## config.mk

```make
export PLATFORM = sky130hd
export DESIGN_NAME = cw_perm_fwd
export DESIGN_NICKNAME = d
export VERILOG_FILES = /design/src/rtl/osd_perm_pkg.sv /design/src/rtl/perm_lane.sv /design/src/rtl/cw_perm_fwd.sv
export SDC_FILE = /design/constraint.sdc
export NUM_CORES = 2
export LEC_CHECK = 0
export CORE_ASPECT_RATIO = 2
export CORE_MARGIN = 2
export CORE_UTILIZATION = 45
export DETAILED_ROUTE_END_ITERATION = 7
export PLACE_DENSITY = 0.67
export SLEW_MARGIN = 20
export SYNTH_ARGS = -nofsm -noshare
export SYNTH_HDL_FRONTEND = slang
export SYNTH_HIERARCHICAL = 1
export SYNTH_SLANG_ARGS = --single-unit
```

## constraint.sdc

```tcl
create_clock -name clk -period 6.76 [get_ports clk]
set_input_delay 1.352 -clock clk [delete_from_list [all_inputs] [get_ports clk]]
set_output_delay 1.352 -clock clk [all_outputs]
set_load 0.02 [all_outputs]
```

## src/rtl/osd_perm_pkg.sv

```systemverilog
// Shared constants, FSM state type and sizing helpers for the OSD permutation stages.
package osd_perm_pkg;

   localparam int unsigned OSD_N = 64;
   localparam int unsigned OSD_W = $clog2(OSD_N);
   localparam int unsigned OSD_P = 8;

   typedef enum logic [1:0] {
      IDLE = 2'd0,
      RUN  = 2'd1,
      DONE = 2'd2
   } perm_state_e;

   // Width of the RUN-cycle counter: clog2(n/p), never below one bit.
   function automatic int unsigned cnt_width(input int unsigned n, input int unsigned p);
      int unsigned w;
      w = $clog2(n / p);
      return (w < 1) ? 1 : w;
   endfunction

endpackage

```

## src/rtl/perm_lane.sv

```systemverilog
// One lane of the forward permutation: lambda2 entry -> lambda1 entry -> codeword bit.
// Any index outside 0..N-1 at either level produces bit 0 and raises oor_c.
module perm_lane
   import osd_perm_pkg::*;
#(
   parameter int unsigned N = OSD_N,
   parameter int unsigned W = $clog2(N)
) (
   input  logic [N-1:0]        codeword,
   input  logic [N-1:0][W-1:0] lambda1,
   input  logic [W-1:0]        sel,
   output logic                bit_c,
   output logic [W-1:0]        idx_c,
   output logic                oor_c
);

   logic         in2;
   logic         in1;
   logic [W-1:0] sel_s;
   logic [W-1:0] ent1;
   logic [W-1:0] ent1_s;

   // Two-level lookup with out-of-range indices forced to a safe zero address.
   always_comb begin
      in2    = 32'(sel) < N;
      sel_s  = in2 ? sel : '0;
      ent1   = lambda1[sel_s];
      in1    = 32'(ent1) < N;
      ent1_s = in1 ? ent1 : '0;
      idx_c  = ent1_s;
      oor_c  = !(in1 && in2);
      bit_c  = in1 && in2 && codeword[ent1_s];
   end

endmodule

```

## src/rtl/cw_perm_fwd.sv

```systemverilog
// Forward codeword permutation: perm[m] = codeword[lambda1[lambda2[m]]], P bits per cycle.
// Optional duplicate/out-of-range detection on the composed map: CW_PERM_FWD_CHECK_EN.
module cw_perm_fwd
   import osd_perm_pkg::*;
#(
   parameter int unsigned N = OSD_N,
   parameter int unsigned W = $clog2(N),
   parameter int unsigned P = OSD_P
) (
   input  logic           clk,
   input  logic           rst_n,
   input  logic           in_valid,
   output logic           in_ready,
   input  logic [N-1:0]   codeword_flat,
   input  logic [N*W-1:0] lambda1_flat,
   input  logic [N*W-1:0] lambda2_flat,
   output logic           out_valid,
   input  logic           out_ready,
   output logic [N-1:0]   perm_flat,
   output logic           busy,
   output logic           perm_err
);

   localparam int unsigned  CW       = cnt_width(N, P);
   localparam logic [CW-1:0] CNT_LAST = CW'(N / P - 1);

   if (N % P != 0) begin : g_bad_p
      $error("cw_perm_fwd: N must be a multiple of P");
   end

   perm_state_e          state_q, state_d;
   logic [CW-1:0]        cnt_q, cnt_d;
   logic [N-1:0]         res_q, res_d;
   logic [N-1:0]         cw_q, cw_d;
   logic [N-1:0][W-1:0]  l1_q, l1_d;
   logic [N-1:0][W-1:0]  l2_q, l2_d;
   logic                 in_ready_d;
   logic                 out_valid_d;
   logic                 busy_d;

   logic [P-1:0][W-1:0]  lane_m;
   logic [P-1:0]         lane_bit_c;
   logic [P-1:0][W-1:0]  lane_idx_c;
   logic [P-1:0]         lane_oor_c;

   // Lane p handles output position cnt*P + p this cycle.
   for (genvar p = 0; p < int'(P); p++) begin : g_lane
      assign lane_m[p] = W'(32'(cnt_q) * P + 32'(p));

      perm_lane #(.N(N), .W(W)) u_lane (
         .codeword (cw_q),
         .lambda1  (l1_q),
         .sel      (l2_q[lane_m[p]]),
         .bit_c    (lane_bit_c[p]),
         .idx_c    (lane_idx_c[p]),
         .oor_c    (lane_oor_c[p])
      );
   end

   // Next-state, datapath and registered-output decode.
   always_comb begin
      state_d     = state_q;
      cnt_d       = cnt_q;
      res_d       = res_q;
      cw_d        = cw_q;
      l1_d        = l1_q;
      l2_d        = l2_q;
      in_ready_d  = 1'b0;
      out_valid_d = 1'b0;
      busy_d      = 1'b0;

      unique case (state_q)
         IDLE: begin
            if (in_valid) begin
               cw_d    = codeword_flat;
               l1_d    = lambda1_flat;
               l2_d    = lambda2_flat;
               cnt_d   = '0;
               res_d   = '0;
               state_d = RUN;
            end
         end
         RUN: begin
            for (int p = 0; p < int'(P); p++) begin
               res_d[lane_m[p]] = lane_bit_c[p];
            end
            if (cnt_q == CNT_LAST) begin
               state_d = DONE;
            end else begin
               cnt_d = cnt_q + 1'b1;
            end
         end
         DONE: begin
            if (out_ready) begin
               state_d = IDLE;
            end
         end
         default: state_d = IDLE;
      endcase

      in_ready_d  = (state_d == IDLE);
      out_valid_d = (state_d == DONE);
      busy_d      = (state_d != IDLE);
   end

   // State, captured job and output flags.
   always_ff @(posedge clk or negedge rst_n) begin
      if (!rst_n) begin
         state_q   <= IDLE;
         cnt_q     <= '0;
         res_q     <= '0;
         cw_q      <= '0;
         l1_q      <= '0;
         l2_q      <= '0;
         in_ready  <= 1'b1;
         out_valid <= 1'b0;
         busy      <= 1'b0;
      end else begin
         state_q   <= state_d;
         cnt_q     <= cnt_d;
         res_q     <= res_d;
         cw_q      <= cw_d;
         l1_q      <= l1_d;
         l2_q      <= l2_d;
         in_ready  <= in_ready_d;
         out_valid <= out_valid_d;
         busy      <= busy_d;
      end
   end

   assign perm_flat = res_q;

`ifdef CW_PERM_FWD_CHECK_EN
   logic [N-1:0] seen_q, seen_d;
   logic         err_q, err_d;
   logic         perm_err_q, perm_err_d;

   // Track composed indices; a repeat (also between lanes of one cycle) or out-of-range is an error.
   always_comb begin
      seen_d     = seen_q;
      err_d      = err_q;
      perm_err_d = perm_err_q;
      if (state_q == IDLE && in_valid) begin
         seen_d     = '0;
         err_d      = 1'b0;
         perm_err_d = 1'b0;
      end else if (state_q == RUN) begin
         for (int p = 0; p < int'(P); p++) begin
            if (lane_oor_c[p]) begin
               err_d = 1'b1;
            end else begin
               if (seen_d[lane_idx_c[p]]) begin
                  err_d = 1'b1;
               end
               seen_d[lane_idx_c[p]] = 1'b1;
            end
         end
         if (cnt_q == CNT_LAST) begin
            perm_err_d = err_d;
         end
      end
   end

   // Checker state; perm_err updates together with the move into DONE.
   always_ff @(posedge clk or negedge rst_n) begin
      if (!rst_n) begin
         seen_q     <= '0;
         err_q      <= 1'b0;
         perm_err_q <= 1'b0;
      end else begin
         seen_q     <= seen_d;
         err_q      <= err_d;
         perm_err_q <= perm_err_d;
      end
   end

   assign perm_err = perm_err_q;
`else
   logic unused_chk;
   assign unused_chk = ^{lane_idx_c, lane_oor_c};
   assign perm_err   = 1'b0;
`endif

endmodule

```

# Yosys cells after proc, flatten, opt, wreduce, memory -nomap -nowiden
# Cells that the tools add are included.
# Widths: inputs -> output; s select.
dict set report totals {
  ff_bits 904
  inputBits 836
  out_inout_bits 68
  word_cells 277
}
dict set report classes {
  add_sub_neg 8
  n_lt_le_gt_ge 32
  n_eq_ne 6
  n_mux 81
  n_reduce_logical 15
}
# cell count
set op_table {}
lappend op_table {{$bmux 6 s6} 15}
lappend op_table {{$bwmux 64} 8}
lappend op_table {{$lt 6x7->1 const B} 24}
lappend op_table {{$pmux 64 s2} 1}
lappend op_table {{$mux 6} 16}
lappend op_table {{$mux 64} 1}
lappend op_table {{$bmux 1 s6} 8}
lappend op_table {{$ge 6x1->1 const B} 8}
lappend op_table {{$demux 1 s6} 7}
lappend op_table {{$add 6x3->6 const B} 4}
lappend op_table {{$bmux 6 s3} 1}
lappend op_table {{$mux 1} 16}
lappend op_table {{$add 6x2->6 const B} 2}
lappend op_table {{$logic_and 1x1->1} 8}
lappend op_table {{$add 6x1->6 const B} 1}
lappend op_table {{$mux 2} 3}
lappend op_table {{$mux 3} 2}
lappend op_table {{$pmux 2 s3} 1}
lappend op_table {{$pmux 3 s2} 1}
lappend op_table {{$eq 2x2->1 const B} 2}
lappend op_table {{$logic_not 2->1} 2}
lappend op_table {{$ne 2x2->1 const B} 2}
lappend op_table {{$reduce_and 2->1} 2}
lappend op_table {{$reduce_bool 2->1} 2}
lappend op_table {{other kinds (5)} 5}

# Logic depth before layout (Yosys ltp)
dict set report depth {
  depth_word 15
  mapped_depth 23
  mapped_depth_nobuf 14
}

# By module
# Netlist, hierarchy kept.
# mod instances cells_each area_per_inst_um2 seq_area_each_um2
set modules_own_cells {}
lappend modules_own_cells {cw_perm_fwd 1 4023 37429.6 22622.9}
lappend modules_own_cells {perm_lane 8 324 3938.8 0.0}

# Worst setup path after synthesis
# Ideal clock, no wire load.
dict set report synth_path {
  kind {flip-flop to flip-flop}
  startpoint {reg cnt_q[1]}
  endpoint {reg res_q[5] (netlist: perm_flat[5])}
  setup_time_ps 83
  t_arrival_ps 4546
  required_time_ps 6677
  setup_slack_ps 2132
  stages_incl_launch_ff 20
  n_path_buf 9
  synth_period_minus_slack_ps 4628
  path_cell_list {dfrtp_1 buf_2 buf_2 buf_2 mux4_2 mux2_2 buf_2 buf_2 buf_2 buf_1 buf_1 mux4_2 mux4_2 mux2_2 o21ai_0 o221ai_1 o31ai_1 clkbuf_1 nand3_1 o21ai_0}
}
# element line
set synth_rtl {}
lappend synth_rtl {{start: declaration} cw_perm_fwd.sv:32} ;# logic [CW-1:0] cnt_q, cnt_d;
lappend synth_rtl {{start signal: assignment} cw_perm_fwd.sv:120} ;# cnt_q <= cnt_d;
lappend synth_rtl {{$add 6x3->6} cw_perm_fwd.sv:48} ;# assign lane_m[p] = W'(32'(cnt_q) * P + 32'(p));
lappend synth_rtl {{$bmux 6 s6} cw_perm_fwd.sv:53} ;# .sel (l2_q[lane_m[p]]),
lappend synth_rtl {{$mux 6 (not written as such)} cw_perm_fwd.sv:53}
lappend synth_rtl {{$bmux 6 s6} perm_lane.sv:27} ;# ent1 = lambda1[sel_s];
lappend synth_rtl {{$mux 6 (not written as such)} perm_lane.sv:27}
lappend synth_rtl {{$bmux 1 s6} perm_lane.sv:32} ;# bit_c = in1 && in2 && codeword[ent1_s];
lappend synth_rtl {{$mux 1 (not written as such)} perm_lane.sv:32}
lappend synth_rtl {{net lane_bit_c[5]} cw_perm_fwd.sv:42} ;# logic [P-1:0] lane_bit_c;
lappend synth_rtl {{$bwmux 64 (3 in series)} cw_perm_fwd.sv:85} ;# res_d[lane_m[p]] = lane_bit_c[p];
lappend synth_rtl {{$pmux 64 s2} cw_perm_fwd.sv:72} ;# unique case (state_q)
lappend synth_rtl {{end signal: assignment} cw_perm_fwd.sv:121} ;# res_q <= res_d;
lappend synth_rtl {{end: declaration} cw_perm_fwd.sv:33} ;# logic [N-1:0] res_q, res_d;
# The timed path passes the listed nets, and every way through them passes these cells. The select of a mux whose other input is x is not followed.
# A chain may end at the register's enable or synchronous reset.

==> results.json <==
{
  "status": "finished with violations",
  "violations": "design-rule violations",
  "clkLatencyLatePin_ns": 0.73,
  "die_area_um2": 156300,
  "grt-ovfl-total": 0,
  "multi_input_area_um2": 42700,
  "dr.max_layer_used": "met5",
  "cts-root-buf": "clkbuf_16",
  "drc": 13,
  "grt_pass1_wl_mm": 424.9,
  "critPathLaunchType": "flip-flop",
  "hold_buffers": 0,
  "worstSetupPathType": "flip-flop to flip-flop",
  "cts.sinks": 904,
  "grt_max_degree": 197,
  "cts_tree": "done",
  "seqCellArea_um2": 22630,
  "instances_no_fill": 9185,
  "met3WireLength_mm": 37.24,
  "ys_warn_count": 6,
  "cts.htree.levels": 3,
  "first_pass_iters": 8,
  "min_period_over_period": 0.9221,
  "setup_viol": 0,
  "maxCapViolCount": 0,
  "max_clock_freq_ghz": 0.1604,
  "place_congestion": 1.014,
  "postCtsSetupRepairBufs": 0,
  "holdWs_ns": 0.4712,
  "fp-row-count": 203,
  "finalHoldViolations": 0,
  "postSynthCellCount": 6591,
  "syn_avg_cell_area_um2": 10.44,
  "crit_required_ns": 7.28,
  "wl_mm": 296.5,
  "initial_core_util": 0.4516,
  "cts_max_path_buffers": 3,
  "timing.setup.tns_ns": 0,
  "antenna_found_initial": 33,
  "rsz0062_at_grt": "false",
  "hold_class": "flip-flop to flip-flop",
  "wl_met1_mm": 103.0,
  "worst_pin_slew_ns": 1.374,
  "boundaryPins": 904,
  "coreArea_um2": 152400,
  "route.vias.total": 61650,
  "die_y_um": 557.1,
  "die_w_um": 280.5,
  "post-route-min-period_ns": 6.234,
  "synthesis.area_um2": 68820,
  "met2WireLength_mm": 130.3,
  "area_growth_pct": 18.57,
  "port_buffers": 902,
  "maxSlewViolCount": 0,
  "cp.arrival_ns": 6.75,
  "cts_resized": 0,
  "postRouteAntennaNets": 0,
  "drt_iter0_markers": 8750,
  "cts_made_buffers": 86,
  "drive_gt1_frac": 0.2132,
  "fin_nets": 7992,
  "routed_via_density": 6.712,
  "clk_pin_slew_ns": 0.07,
  "end_kind": "flip-flop",
  "wire_per_inst_um": 32.28,
  "dp_cells": 9013,
  "post-dp-hpwl_mm": 214.1,
  "path_max_fanout": 39,
  "fillers": 13358,
  "timing.slew.headroom": 0.07767,
  "grt_pass1_vias": 59971,
  "synthesis.nets": 7429,
  "skew_ns": 0.08116,
  "track_usage": 0.3759
}
[layer usage]
metal / vias to the layer above / global-route usage
met4: 28 / 0.2578
met2: 5082 / 0.5607
met5: - / 0
met1: 30234 / 0.4753
li1: 25279 / -
met3: 1027 / 0.1053
[state kept, by name, summed over array words and instances (netlist names)]
register and count:
l1_q 384, state_q 2, cw_q 64, l2_q 384, out_valid 1, busy 1
cnt_q 3, perm_flat 64, in_ready 1
[path summary, 6_finish.rpt]
check | startpoint | end | slack, ns | depth (start not counted)
setup / recovery | cnt_q[0] | perm_flat[4] | 0.53 | 18
hold / removal | l2_q[359] | l2_q[359] | 0.47 | 2
setup reg to reg | cnt_q[0] | perm_flat[4] | 0.53 | 18
hold reg to reg | l2_q[359] | l2_q[359] | 0.47 | 2
max in group asynchronous | rst_n | cnt_q[2] | 4.62 | 2
min in group asynchronous | rst_n | l1_q[184] | 0.64 | 1
[per-stage QoR]
| stage | area, µm² | setup slack (ns) | util |
|---|---|---|---|
| 2_1_floorplan | 68820 | 2.206 | - |
| 3_3_place_gp | 78530 | 0.7372 | 0.5153 |
| 3_5_place_dp | 78530 | 0.6254 | 0.5153 |
| 4_1_cts | 81570 | 0.6411 | 0.5352 |
| 5_1_grt | 81580 | 0.2134 | 0.5353 |
| 6_report | 81600 | 0.5263 | 0.5355 |
[worst max-delay path, cell delays in order (launching register included)]
cell	delay, ns
dfrtp_4	0.75
buf_4	0.39
buf_4	0.23
mux4_2	0.50
mux2_4	0.52
buf_4	0.35
mux4_2	0.30
a22oi_1	0.21
a21oi_1	0.13
nor4_4	0.72
inv_2	0.37
a31o_1	0.28
o221ai_1	0.18
o2111ai_1	0.16
o221ai_1	0.28
o31ai_2	0.19
buf_4	0.20
nand3_1	0.06
o21ai_0	0.08
[layout by cell type, fill, tap and decap left out, drive strengths merged, types with 10 or more instances in the layout]
master / n
a211oi: 32
a21boi: 144
a21oi: 89
a221o: 16
a221oi: 32
a22o: 13
a22oi: 80
a311oi: 16
a31o: 144
and2: 25
and3: 40
buf: 187
clkbuf: 106
clkdlybuf4s50: 901
clkinv: 33
clkinvlp: 10
dfrtp: 903
diode: 11
inv: 37
mux2: 97
mux2i: 80
mux4: 976
nand2: 2680
nand2b: 33
nand3: 96
nand3b: 17
nor2: 27
nor2b: 58
nor3b: 10
nor4: 24
nor4b: 16
o21a: 16
o21ai: 98
o221ai: 48
o22ai: 32
o31ai: 24
or2: 17
[cell type report]
type	instances	area share
repair buffers	1088	0.1304
flip-flops and latches	904	0.2774
clock buffers	106	0.02878
diodes	11	0.0003373
clock inverters	55	0.008449
multi-input cells	5042	0.5233
well taps	1947	0.02985
inverters	32	0.001472
Power is not shown: default switching activity piles up to over one toggle a cycle in this logic, so the estimate is an artifact.
